`config.mk`:
```
export PLATFORM = sky130hd
export DESIGN_NAME = conv_layer_sequencer
export DESIGN_NICKNAME = d
export VERILOG_FILES = /design/src/rtl/conv_layer_sequencer.sv
export SDC_FILE = /design/constraint.sdc
export NUM_CORES = 1
export LEC_CHECK = 0
export ABC_AREA = 1
export CAP_MARGIN = 20
export CORE_MARGIN = 8
export CORE_UTILIZATION = 35
export DETAILED_ROUTE_END_ITERATION = 8
export SYNTH_ARGS = -nofsm -noshare
export SYNTH_HDL_FRONTEND = slang
export SYNTH_SLANG_ARGS = --single-unit
```
`constraint.sdc`:
```
create_clock -name clk -period 1.6 [get_ports clk]
set_input_delay 0.48 -clock clk [delete_from_list [all_inputs] [get_ports clk]]
set_output_delay 0.48 -clock clk [all_outputs]
set_load 0.005 [all_outputs]
```
`src/rtl/conv_layer_sequencer.sv`:
```
// Convolution layer sequencer: walks (oc, ic) passes over a single-channel conv engine.
// Optional watchdog enabled by defining CONV_SEQ_TIMEOUT_EN.
module conv_layer_sequencer #(
  parameter int H       = 28,
  parameter int W       = 28,
  parameter int IC      = 3,
  parameter int OC      = 7,
  parameter int K       = 3,
  parameter int ADDR_W  = 16,
  parameter int TIMEOUT = 4096
) (
  input  logic                                    clk,
  input  logic                                    rst,
  input  logic                                    start,
  output logic                                    busy,
  output logic                                    eng_start,
  input  logic                                    eng_done,
  output logic                                    eng_accum,
  output logic                                    eng_last_ic,
  output logic [ADDR_W-1:0]                       in_base,
  output logic [ADDR_W-1:0]                       w_base,
  output logic [ADDR_W-1:0]                       out_base,
  output logic [((OC > 1) ? $clog2(OC) : 1)-1:0]  oc_idx,
  output logic [((IC > 1) ? $clog2(IC) : 1)-1:0]  ic_idx,
  output logic                                    cout_done,
  output logic                                    layer_done,
  output logic                                    err
);

  localparam int OCW = (OC > 1) ? $clog2(OC) : 1;
  localparam int ICW = (IC > 1) ? $clog2(IC) : 1;
  localparam int OH  = H - K + 1;
  localparam int OW  = W - K + 1;

  localparam logic [ADDR_W-1:0] IN_STRIDE  = ADDR_W'(H * W);
  localparam logic [ADDR_W-1:0] W_STRIDE   = ADDR_W'(K * K);
  localparam logic [ADDR_W-1:0] OUT_STRIDE = ADDR_W'(OH * OW);

  localparam logic [2:0] S_IDLE  = 3'd0;
  localparam logic [2:0] S_ISSUE = 3'd1;
  localparam logic [2:0] S_WAIT  = 3'd2;
  localparam logic [2:0] S_NEXT  = 3'd3;
  localparam logic [2:0] S_DONE  = 3'd4;

  logic [2:0]        state_r;
  logic [2:0]        state_nxt_s;
  logic [OCW-1:0]    oc_r;
  logic [ICW-1:0]    ic_r;
  logic [ADDR_W-1:0] in_base_r;
  logic [ADDR_W-1:0] w_base_r;
  logic [ADDR_W-1:0] out_base_r;
  logic              busy_r;
  logic              eng_start_r;
  logic              eng_accum_r;
  logic              eng_last_ic_r;
  logic              cout_done_r;
  logic              layer_done_r;
  logic              last_ic_s;
  logic              last_oc_s;
  logic              timeout_hit_s;

  assign last_ic_s = (ic_r == ICW'(IC - 1));
  assign last_oc_s = (oc_r == OCW'(OC - 1));

  // Next-state decode for the pass sequencer
  always_comb begin
    state_nxt_s = state_r;
    case (state_r)
      S_IDLE: begin
        if (start) begin
          state_nxt_s = S_ISSUE;
        end else begin
          state_nxt_s = S_IDLE;
        end
      end
      S_ISSUE: state_nxt_s = S_WAIT;
      S_WAIT: begin
        if (eng_done) begin
          state_nxt_s = S_NEXT;
        end else if (timeout_hit_s) begin
          state_nxt_s = S_IDLE;
        end else begin
          state_nxt_s = S_WAIT;
        end
      end
      S_NEXT: begin
        if (last_ic_s && last_oc_s) begin
          state_nxt_s = S_DONE;
        end else begin
          state_nxt_s = S_ISSUE;
        end
      end
      S_DONE:  state_nxt_s = S_IDLE;
      default: state_nxt_s = S_IDLE;
    endcase
  end

  // State, control pulses and incremental address/index bookkeeping
  always_ff @(posedge clk) begin
    if (rst) begin
      state_r       <= S_IDLE;
      oc_r          <= '0;
      ic_r          <= '0;
      in_base_r     <= '0;
      w_base_r      <= '0;
      out_base_r    <= '0;
      busy_r        <= 1'b0;
      eng_start_r   <= 1'b0;
      eng_accum_r   <= 1'b0;
      eng_last_ic_r <= 1'b0;
      cout_done_r   <= 1'b0;
      layer_done_r  <= 1'b0;
    end else begin
      state_r      <= state_nxt_s;
      busy_r       <= (state_nxt_s != S_IDLE);
      eng_start_r  <= (state_nxt_s == S_ISSUE);
      cout_done_r  <= (state_r == S_WAIT) && eng_done && last_ic_s;
      layer_done_r <= (state_r == S_NEXT) && last_ic_s && last_oc_s;
      case (state_r)
        S_IDLE: begin
          if (start) begin
            oc_r          <= '0;
            ic_r          <= '0;
            in_base_r     <= '0;
            w_base_r      <= '0;
            out_base_r    <= '0;
            eng_accum_r   <= 1'b0;
            eng_last_ic_r <= (IC == 1);
          end
        end
        S_NEXT: begin
          if (!last_ic_s) begin
            ic_r          <= ic_r + ICW'(1);
            in_base_r     <= in_base_r + IN_STRIDE;
            w_base_r      <= w_base_r + W_STRIDE;
            eng_accum_r   <= 1'b1;
            eng_last_ic_r <= ((ic_r + ICW'(1)) == ICW'(IC - 1));
          end else if (!last_oc_s) begin
            // Weights are laid out oc-major, so w_base keeps advancing across channels
            oc_r          <= oc_r + OCW'(1);
            ic_r          <= '0;
            in_base_r     <= '0;
            w_base_r      <= w_base_r + W_STRIDE;
            out_base_r    <= out_base_r + OUT_STRIDE;
            eng_accum_r   <= 1'b0;
            eng_last_ic_r <= (IC == 1);
          end
        end
        default: begin
          oc_r <= oc_r;
        end
      endcase
    end
  end

`ifdef CONV_SEQ_TIMEOUT_EN
  localparam int TOW = $clog2(TIMEOUT + 1);

  logic [TOW-1:0] wd_cnt_r;
  logic           err_r;

  assign timeout_hit_s = (wd_cnt_r == TOW'(TIMEOUT - 1));

  // Watchdog: counter restarts on each entry to WAIT, err sticks until rst
  always_ff @(posedge clk) begin
    if (rst) begin
      wd_cnt_r <= '0;
      err_r    <= 1'b0;
    end else begin
      if (state_r == S_WAIT) begin
        wd_cnt_r <= wd_cnt_r + TOW'(1);
      end else begin
        wd_cnt_r <= '0;
      end
      if ((state_r == S_WAIT) && !eng_done && timeout_hit_s) begin
        err_r <= 1'b1;
      end
    end
  end

  assign err = err_r;
`else
  // No watchdog in this build: WAIT never times out
  assign timeout_hit_s = (TIMEOUT < 0);
  assign err           = 1'b0;
`endif

  assign busy        = busy_r;
  assign eng_start   = eng_start_r;
  assign eng_accum   = eng_accum_r;
  assign eng_last_ic = eng_last_ic_r;
  assign in_base     = in_base_r;
  assign w_base      = w_base_r;
  assign out_base    = out_base_r;
  assign oc_idx      = oc_r;
  assign ic_idx      = ic_r;
  assign cout_done   = cout_done_r;
  assign layer_done  = layer_done_r;

endmodule

```
### Word-level counts from Yosys, hierarchy flattened

Index checks and enable logic that the tools add are counted.

* word-level logic and storage cells: 66
* flip-flop bits (word level): 62

* muxes and demuxes: 28
* reductions and logical operators: 10
* eq/ne operators: 11
* add/sub/neg operators: 5

Operators with widths (number)
* $mux W16: 7
* $pmux W16 S2: 3
* $add A16 B10 Y16 const B: 2
* $add A16 B4 Y16 const B: 1
* $mux W3: 4
* $pmux W3 S4: 1
* $eq A3 B1 Y1 const B: 2
* $eq A3 B2 Y1 const B: 2
* $mux W1: 6
* $mux W2: 3
* $ne A2 B2 Y1 const B: 3
* $pmux W3 S2: 1
* $logic_and A1 B1 Y1: 5
* $eq A2 B2 Y1 const B: 2
* $pmux W1 S2: 2
* $pmux W2 S2: 1
* $reduce_and A4 Y1: 1
* $add A3 B1 Y3 const B: 1
* $eq A3 B3 Y1 const B: 1
* $logic_not A3 Y1: 1
* $ne A3 B3 Y1 const B: 1
* $reduce_and A3 Y1: 1
* $reduce_bool A3 Y1: 1
* $add A2 B1 Y2 const B: 1
* $reduce_bool A2 Y1: 1

### Longest topological paths before layout

Gate-level depths: netlist of run 1.

* depth after elaboration: 5
* depth in mapped cells: 13
* mapped depth without buffers: 13

### Worst setup path before layout of run 1

Ideal clock, no wire load.

* path kind: reg2reg
* from: register oc_r[0] (netlist: oc_idx[0])
* to: register w_base_r[12] (netlist: w_base[12])
* arrival time: 1.428 ns
* path slack: 0.057 ns
* cell stages (with the launch flop): 14
* period minus slack after synthesis: 1.543 ns
* required time: 1.485 ns
* path through: dfxtp_1 > inv_1 > ha_1 > nand2_1 > inv_1 > nand2_1 > nand2_1 > nand2_2 > buf_6 > nand2_4 > nor2_4 > nand2_2 > o21ai_2 > nor2_1

* longest elaborated chain between the ends: 3

RTL lines
* start, declared: RTL line 47 `logic [OCW-1:0] oc_r;`
* start signal, assigned: RTL line 140 `oc_r <= oc_r + OCW'(1);`
* start signal, assigned: RTL line 150 `oc_r <= oc_r;`
* $eq A3 B3 Y1: RTL line 63 `assign last_oc_s = (oc_r == OCW'(OC - 1));`
* $ne A3 B3 Y1 (no line)
* $reduce_and A3 Y1 (no line)
* end signal, assigned: RTL line 135 `w_base_r <= w_base_r + W_STRIDE;`
* end signal, assigned: RTL line 143 `w_base_r <= w_base_r + W_STRIDE;`
* end, declared: RTL line 50 `logic [ADDR_W-1:0] w_base_r;`

Every way passes these cells.
A chain may end at the register's enable or synchronous reset.

### Worst setup path in the final report of run 1

* from: register state_r[0]
* to: register out_base_r[8] (netlist: out_base[8])

* longest elaborated chain between the ends: 3
* elaborated cells between the ends (all ways): 8
* classes of those cells: 4 x eq/ne; 1 x mux; 3 x reduce/logical

RTL lines
* start, declared: RTL line 45 `logic [2:0] state_r;`
* start signal, assigned: RTL line 114 `state_r <= state_nxt_s;`
* $eq A3 B2 Y1 / $logic_not A3 Y1 (equally long branches): RTL line 119 `case (state_r)`
* $ne A2 B2 Y1 (no line) / $reduce_bool A2 Y1 (equally long branches)
* $reduce_and A4 Y1 (no line)
* end signal, assigned: RTL line 144 `out_base_r <= out_base_r + OUT_STRIDE;`
* end, declared: RTL line 51 `logic [ADDR_W-1:0] out_base_r;`

Parallel ways exist; a longest one is shown, timed or not.

==> results of run 1 <==
[flip-flops by register name (all words and copies together) (netlist names)]
signal and cells:
oc_idx 3, ic_idx 2, w_base 16, state_r 3
layer_done 1, eng_start 1, busy 1, in_base 12
cout_done 1, out_base 14, eng_accum 1
[metrics by stage]
step	worst slack (ns)	cell area [µm²]	hold WS [ns]	power, W	cells
2_1_floorplan	0.0565	2790	0.455	0.00185	404
3_3_place_gp	-0.371	3690	0.450	0.00214	586
3_5_place_dp	-0.389	3690	0.457	0.00215	586
4_1_cts	0.00242	3970	0.490	0.00311	615
5_1_grt	-0.0817	4090	0.531	0.00330	618
6_report	0.00728	4090	0.493	0.00313	618
[logic make-up (layout without fill, tap and decap cells)]
family,Yosys count,in the layout
adders and majority gates,5,5
and+or+nand+nor,198,198
AOI/OAI and AO/OA,71,71
other,1,7
xor gates and xnor gates,3,3
buffers and inverters,65,177
DFF,55,55
[timing repair]
action / in CTS / in global routing
gates resized for setup: 106 / 24
pin swaps: 4 / 14
hold endpoints to repair: 0 / 0
endpoints found under the setup margin: 80 / 39
setup buffers: 22 / 3
[layout by cell type (no fill, tap or decap), drive strengths merged, types with 2 or more instances in the layout]
cell type,n
a21oi,39
nand3,27
inv,47
o21ai,26
nand3b,4
nor3,14
ha,5
clkdlybuf4s50,2
buf,66
nor2,55
conb,7
clkbuf,6
dlygate4sd2,53
dfxtp,55
xor2,2
nand2,92
nand4,4
[worst register-to-register path, delay by kind of cell (launching register included)]
kind / cells / cell delay [ns]
AOI/OAI and AO/OA: 1 / 0.15
buffers and inverters: 3 / 0.41
DFF: 1 / 0.42
and+or+nand+nor: 6 / 0.51
[layer usage]
layer / up-vias / wire length, µm / part of all wire, %
li1: 1515 / - / -
met1: 1294 / 3260 / 44
met2: 55 / 3550 / 48
met3: 12 / 467 / 6.3
met4: 0 / 101 / 1.4
met5: - / 0 / 0
[cell type report]
class | count | area, µm²
Timing Repair Buffer | 122 | 1050
Inverter | 47 | 181
Multi-Input combinational cell | 284 | 1460
Clock buffer | 6 | 82.6
Fill cell | 755 | 3600
Sequential cell | 55 | 1160
Tap cell | 102 | 128
Clock inverter | 2 | 35.0
[path summary, 6_finish.rpt]
check / start / to / slack [ns] / cells past startpoint
hold / removal: in_base[5] / in_base[5] / 0.49 / 2
setup / recovery: state_r[0] / out_base[8] / 0.007 / 10
setup reg to reg: state_r[0] / out_base[8] / 0.007 / 10
hold reg to reg: in_base[5] / in_base[5] / 0.49 / 2
[report_power, final]
group          internal (W)  switching, W
registers           0.00143     0.0000399
clock network      0.000507      0.000464
logic              0.000322      0.000357
total               0.00226      0.000861
==> impl_results.md, run 1 <==
* Status: finished, final reports clean
* Fin. max-slew vios at 0
* CP max FO at 8
* Dominant cell type by area after synthesis: dfxtp_1
* Post-synthesis mux area share at 0%
* Area added between synthesis and finish at 47.8%
* N_diodes at 0
* Worst Skew at 0.00558 ns
* Synth top area share at about two fifths
* Endpoints failing setup at 0
* Std cell rows at 32
* Critical-path top delay cell: dfxtp_1
* Final Hold Viols at 0
* Post-DR vias/cell at roughly 4.7
* Starting Density at 36.0%
* CTS tree: built
* Top Ports at 64
* Crit. End Element: flip-flop
* Synth warn at 0
* All-layer global routing usage at between 10% and 20%
* Die Area at roughly 11,000 µm²
* Peak supply drop at 0.475 mV
* Post-synth EDFFs at 0
* Worst path bufs/invs at 3
* Antenna-violating nets left at 0
* CP Launch Type: flip-flop
* CP Cell Sequence: nand2_2, nor2_4, buf_12, nand2_4, nand2_2, nor2_4, buf_12, buf_4, a21oi_1, nor2_1
* CP delay by family, top: simple AND/OR/NAND/NOR gates
* Tcrit/Tclk final at 99.5%
* Period minus WS final at 1.59 ns
* Synthesized cell area at about 2800 µm²
* Mapped Cells at 398
* Critical Path RT at about 1.8 ns
* Netlist cell types at 34
* Die height at 105 µm
* IO buf count at 56
* Met2 GRT Util at between 20% and 30%
* Post-Synth Adder-Cell Area at roughly 2.3%
* Layout cells sized above 1 at 29.8%
* CP arrival at 1.80 ns
* Total grt overflow at 0
* Syn Area/Cell at slightly below 7 µm²
* CTS HTree Levels at 2
* Die X at roughly 100 µm
* Delay of the slowest cell on the worst path at 0.42 ns
* Critical path class: reg2reg
* First-pass GRT wire length at around 13 mm
* Leak at around 2 nW
* Core Area at 7690 µm²
* Synth Area in Simple Gates at about a third
* Met3 GRT Util at 5.04%
* Largest net degree at the start of global routing at 18
* Antenna violations before repair at 0
* CTS sink count at 55
* Skew-Pair Late Insertion Delay at approximately 0.31 ns
* DRT Pass-1 Iters at 4
* Nets@finish at around 520
* Hpwl dp at 5.37 mm
* Ys async rst share at 0%
* Main synth FF type: dfxtp_1
* CTS Buffer Depth at 2
* Synth top area cells: dfxtp_1 (40%), nand2_1 (11%), a21oi_1 (7.1%), nor2_1 (6.9%), inv_1 (6.0%)
* Clk root buf: clkbuf_8
* TritonCTS Buffers at 5
* Reg clk slew, reported paths at 0.10 ns
* Final core utilization at 53.2%
* Setup Total Neg Slack at 0 ns
* Power per Cell Area at about 760 nW/µm²
* Max-capacitance violation count at 0
* WL final at 7.38 mm
* Routed length per placed instance at ~12 µm
* Synth Register Bits at 55
* HP Class: reg2reg
* Max Clk Rate at between 600 and 700 MHz
* Via count at between 2,000 and 3,000
* Vias in the first global route at roughly 2,900
* GRT busiest layer: met2
* Cell with the most instances after synthesis: nand2_1
* Grt met1 use at between 10% and 20%
* Synth Area in Compound Gates at 13.7%
* Drt first-iter violations at 75
* Register area share after synthesis at 39.8%
* RSZ-0062 raised after global routing: true
* Drt drc at 0
* GP Congestion at just over 0.9
* Post-Synth XOR/XNOR Area at less than 1%
* CTS Hold Buffers Added at 0
* Largest family of logic cells by synthesized area: simple AND/OR/NAND/NOR gates
* Most frequent cells after synthesis: nand2_1 (84), dfxtp_1 (55), nor2_1 (51)
Note: power is estimated with default switching activity, not from simulation.
==> run 2: changes to the inputs <==
- CTS_CLUSTER_DIAMETER: unset -> 30
- PLACE_DENSITY_LB_ADDON: unset -> 0.25
==> impl_results.md, run 2 (same netlist as run 1, synthesis figures left out) <==
* Met2 GRT Util at 22.7% (-1.1 points)
* Crit. End Element: output pin
* Via count at 2,962 (+3.0%)
* GP Congestion at 0.877 (-3.5%)
* DRT Pass-1 Iters at 4 (unchanged)
* Layout cells sized above 1 at 31.6% (+1.8 points)
* First-pass GRT wire length at 12.4 mm (-1.9%)
* Nets@finish at 527 (+0.57%)
* Status: finished, final reports clean
* CTS tree: built
* Final core utilization at 53.2% (+0.081 points)
* Largest register FFs at 16 (unchanged)
* Reg clk slew, reported paths at 0.11 ns (about the same)
* CP Cell Sequence: buf_4, dlygate4sd2_1
* Setup Total Neg Slack at 0 ns (unchanged)
* Sequential cell area at 1160 µm² (-0.11%)
* Total grt overflow at 0 (unchanged)
* Leading cell type in the layout, fill and taps excluded: nand2_1
* Endpoints failing setup at 0 (unchanged)
* CTS HTree Levels at 2 (unchanged)
* CP Launch Type: flip-flop
* IO buf count at 56 (unchanged)
* Max Clk Rate at 652 MHz (+3.9%)
* Period minus WS final at 1.53 ns (-0.0591 ns)
* Top Ports at 64 (unchanged)
* Routed length per placed instance at 12.1 µm (+1.1%)
* Final Hold Viols at 0 (unchanged)
* CTS sink count at 55 (unchanged)
* Starting Density at 36.0% (unchanged)
* GRT busiest layer: met2
* Cell Count, Final, Fillers Out at 621 (+0.49%)
* Vias in the first global route at 2,827 (-1.9%)
* WL final at 7.50 mm (+1.6%)
* Std cell rows at 32 (unchanged)
* Critical-path top delay cell: dfxtp_2
* Critical path class: reg2out
* Peak supply drop at 0.417 mV (-12%)
* Max-capacitance violation count at 0 (unchanged)
* Multi-input logic area at 1500 µm² (+2.9%)
* Placement Setup Slack at -0.419 ns (-0.0296 ns)
* Antenna violations before repair at 0 (unchanged)
* HP Class: reg2reg
* Post-DR vias/cell at 4.77 (+2.5%)
* Worst path bufs/invs at 2 (-1)
* Fill cells at 756 (+0.13%)
* TritonCTS Buffers at 5 (unchanged)
* Hpwl dp at 5.31 mm (-1.3%)
* CTS Buffer Depth at 2 (unchanged)
* PnR worst setup slack at 0.0664 ns (+0.0591 ns)
* Fin. max-slew vios at 0 (unchanged)
* Delay of the slowest cell on the worst path at 0.34 ns (-0.08 ns)
* Largest net degree at the start of global routing at 19 (+1)
* Drt drc at 0 (unchanged)
* Clk root buf: clkbuf_8
* CP max FO at 4 (-4)
* Die Area at 11,000 µm² (unchanged)
* Worst Skew at 0.0145 ns (+0.00893 ns)
* Critical Path RT at 1.12 ns (-0.69 ns)
* Skew-Pair Late Insertion Delay at 0.32 ns (about the same)
* RSZ-0062 raised after global routing: true
* N_diodes at 0 (unchanged)
* Die height at 105 µm (unchanged)
* CTS Hold Buffers Added at 0 (unchanged)
* CP arrival at 1.05 ns (-0.75 ns)
* Power per Cell Area at 718 nW/µm² (-6.1%)
* Met3 GRT Util at 4.30% (-0.74 points)
* Grt met1 use at 15.0% (+0.25 points)
* Leak at 1.95 nW (-0.27%)
* Tcrit/Tclk final at 95.9% (-3.7 points)
* Placed insts at 581 (-0.85%)
* Drt first-iter violations at 155 (+110%)
* Area added between synthesis and finish at 48.0%
* Die X at 105 µm (unchanged)
* Antenna-violating nets left at 0 (unchanged)
* Commonest cells after routing, fill and taps aside: nand2_1 (75), buf_4 (64), dlygate4sd2_1 (52), nor2_1 (47), dfxtp_2 (44)
* CP delay by family, top: buffers and inverters
* Core Area at 7690 µm² (unchanged)
* All-layer global routing usage at 13.1% (-0.38 points)
==> run 2: changes by cell type in the layout (fill, tap and decap cells not counted), sizes merged <==
cell           change
buf                +3
dlygate4sd2        -1
clkinvlp           +1
clkdlybuf4s15      +1
clkinv             +1
bufinv             -1
clkbuf             -1
==> run 2: power by group <==
group	internal (W)	total (W)	switching [W]
sequential	0.00143	0.00147	0.0000402
combinational	0.000303	0.000665	0.000362
clock	0.000314	0.000800	0.000486
total	0.00205	0.00294	0.000888
==> run 2: repair_timing <==
action / 4_1_cts / 5_1_grt
pin swaps: 1 / 17
gates resized for setup: 103 / 43
setup buffers: 24 / 8
setup endpoints to repair: 75 / 39
==> run 2: through the flow <==
| step | total power, W | hold slack (ns) | cell area [µm²] |
|---|---|---|---|
| floorplan | 0.00185 | 0.455 | 2790 |
| global placement | 0.00209 | 0.453 | 3620 |
| detailed placement | 0.00210 | 0.458 | 3620 |
| CTS | 0.00290 | 0.491 | 3900 |
| global route | 0.00310 | 0.510 | 4090 |
| finish | 0.00294 | 0.487 | 4090 |
==> run 2: worst reg2reg max path: cells and delay by family, from the launching register on <==
kind,cells,cell delay [ns]
adders and majority gates,1,0.18
buffers and inverters,3,0.26
DFF,1,0.33
and+or+nand+nor,9,0.64
==> run 2: cell type report <==
cell class,count,area share [%]
clock inverter,3,0.611
clock buffer,5,1.68
tap,102,3.12
timing repair buffer,125,25.3
sequential,55,28.2
inverter,47,4.43
multi-input combinational,284,36.6
==> run 2: layer usage <==
metal  part of all wire [%]  vias up
met2                     49       80
met4                    1.3        0
li1                       -     1513
met3                    6.6       11
met1                     43     1358
met5                      0        -
==> run 2: worst paths after layout <==
kind	cells after the start	endpoint	startpoint	slack (ns)
min	2	in_base[5]	in_base[5]	0.49
min reg2reg	2	in_base[5]	in_base[5]	0.49
max	2	w_base[0]	w_base[0]	0.07
max reg2reg	13	out_base[14]	oc_idx[0]	0.09
==> run 3: changes to the inputs <==
- CTS_CLUSTER_SIZE: unset -> 25
- DONT_BUFFER_PORTS: unset -> 1
==> impl_results.md, run 3 (same netlist as run 1, synthesis figures left out) <==
* WL met2 at 3.26 mm (-10%)
* HP Class: in2reg
* RR Startpoint: oc_idx[0]
* Critical path class: reg2reg
* CP Cell Sequence: inv_2, ha_4, nand2_2, inv_2, nand2_2, nand2_2, nand2_4, buf_4, nand2_4, nor2_4, nand2_2, o21ai_2, nor2_1
* Total grt overflow at 0 (unchanged)
* Most Frequent Cell on Critical Path: nand2_2
* Tcrit/Tclk final at 94.2% (-1.7 points)
* CP arrival at 1.72 ns (+0.67 ns)
* First-pass GRT wire length at 11.5 mm (-6.9%)
* Std cell rows at 32 (unchanged)
* Area added between synthesis and finish at 17.5%
* Peak supply drop at 0.459 mV (+10%)
* Leading cell type in the layout, fill and taps excluded: nand2_1
* TritonCTS Buffers at 5 (unchanged)
* Worst path bufs/invs at 3 (+1)
* Die X at 105 µm (unchanged)
* Starting Density at 36.0% (unchanged)
* Critical Path RT at 1.81 ns (+0.69 ns)
* Pwr Total at 0.00278 W (-5.4%)
* Antenna violations before repair at 0 (unchanged)
* Worst hold path startpoint: rst
* Largest register FFs at 16 (unchanged)
* Drt first-iter violations at 39 (-75%)
* Hold Crit Depth at 1 (-1)
* CTS sink count at 55 (unchanged)
* IO buf count at 0 (-100%)
* Post-DR vias/cell at 4.83 (+1.2%)
* Die Area at 11,000 µm² (unchanged)
* Vias in the first global route at 2,487 (-12%)
* CTS tree: built
* Nets@finish at 435 (-17%)
* CP Launch Type: flip-flop
* N_diodes at 0 (unchanged)
* Antenna-violating nets left at 0 (unchanged)
* Top Ports at 64 (unchanged)
* Skew-Pair Late Insertion Delay at 0.30 ns (-0.02 ns)
* WL final at 6.87 mm (-8.3%)
* All-layer global routing usage at 12.4% (-0.71 points)
* DRT Pass-1 Iters at 4 (unchanged)
* Sequential cell area at 1110 µm² (-4.1%)
* Reg clk slew, reported paths at 0.10 ns (about the same)
* Final Hold Viols at 0 (unchanged)
* Critical-path top delay cell: dfxtp_2
* Launch point of the worst path: oc_idx[0]
* CTS HTree Levels at 2 (unchanged)
* WL met3 at 748 µm (+51%)
* CTS Buffer Depth at 2 (unchanged)
* Via count at 2,553 (-14%)
* Fill cells at 812 (+7.4%)
* Hpwl dp at 5.20 mm (-2.0%)
* Core Area at 7690 µm² (unchanged)
* Worst Skew at 0.00943 ns (-0.00508 ns)
* Metal1 wirelength at 2.82 mm (-14%)
* GP Congestion at 0.822 (-6.3%)
* CP max FO at 6 (+2)
* Routed length per placed instance at 13.0 µm (+7.6%)
* Fin. max-slew vios at 0 (unchanged)
* Top routing layer in use: met4
* Worst reg2reg path depth at 13 (unchanged)
* Largest net degree at the start of global routing at 19 (unchanged)
* Crit. End Element: flip-flop
* Status: finished, final reports clean
* Endpoints failing setup at 0 (unchanged)
* Multi-input logic area at 1480 µm² (-1.3%)
* Period minus WS final at 1.51 ns (-0.0270 ns)
* Placement Setup Slack at 0.00807 ns (+0.427 ns)
* Delay of the slowest cell on the worst path at 0.34 ns (about the same)
* Layout cells sized above 1 at 20.1% (-11 points)
* Commonest cells after routing, fill and taps aside: nand2_1 (79), dfxtp_1 (49), nor2_1 (44), inv_1 (41), a21oi_1 (39)
* Power per Cell Area at 855 nW/µm² (+19%)
* PnR worst setup slack at 0.0934 ns (+0.0270 ns)
* CTS Hold Buffers Added at 0 (unchanged)
* Clk root buf: clkbuf_8
* Max-capacitance violation count at 0 (unchanged)
* Die height at 105 µm (unchanged)
* CP delay by family, top: simple AND/OR/NAND/NOR gates
* Drt drc at 0 (unchanged)
* Leak at 1.29 nW (-34%)
* Critical path depth at 13 (+11)
* Max Clk Rate at 664 MHz (+1.8%)
run 3: worst reg2reg max path: stages (launching register included):
cell	delay, ns
dfxtp_2	0.34
inv_2	0.05
ha_4	0.15
nand2_2	0.06
inv_2	0.04
nand2_2	0.07
nand2_2	0.07
nand2_4	0.10
buf_4	0.13
nand2_4	0.05
nor2_4	0.15
nand2_2	0.07
o21ai_2	0.10
nor2_1	0.05
run 3: layout make-up:
type	instances	area share [%]
Sequential cell	55	34.1
Timing Repair Buffer	33	8.36
Tap cell	102	3.93
Clock buffer	7	2.35
Clock inverter	1	0.154
Multi-Input combinational cell	284	45.5
Inverter	47	5.58
run 3: what timing repair did:
item | CTS | global route
endpoints found under the setup margin | 0 | 41
resized for setup | 0 | 44
endpoints found under the hold margin | 0 | 0
setup buffers | 0 | 3
run 3: path summary, 6_finish.rpt:
path            endpoint  slack [ns]
max           w_base[12]        0.09
min          in_base[11]        0.23
max reg2reg   w_base[12]        0.09
min reg2reg    eng_accum        0.51
run 3: through the flow:
stage	cell area (µm²)	utilization, %	hold WS, ns	TNS (ns)	std cells
2_1_floorplan	2790	-	0.455	0	404
3_3_place_gp	3000	39.1	0.469	0	518
3_5_place_dp	3000	39.1	0.490	0	518
4_1_cts	3080	40.1	0.215	0	526
5_1_grt	3250	42.3	0.203	-0.0754	529
6_report	3250	42.3	0.231	0	529
run 3: where the power goes:
part           internal (W)  switching [W]  total (W)
Clock              0.000309       0.000443   0.000752
Sequential          0.00143      0.0000594    0.00149
Combinational      0.000227       0.000311   0.000539
run 3: routing by layer:
layer,vias up,track usage (%)
met5,-,0
met4,0,3.26
met3,5,6.20
met2,61,21.0
met1,1159,13.5
li1,1328,-
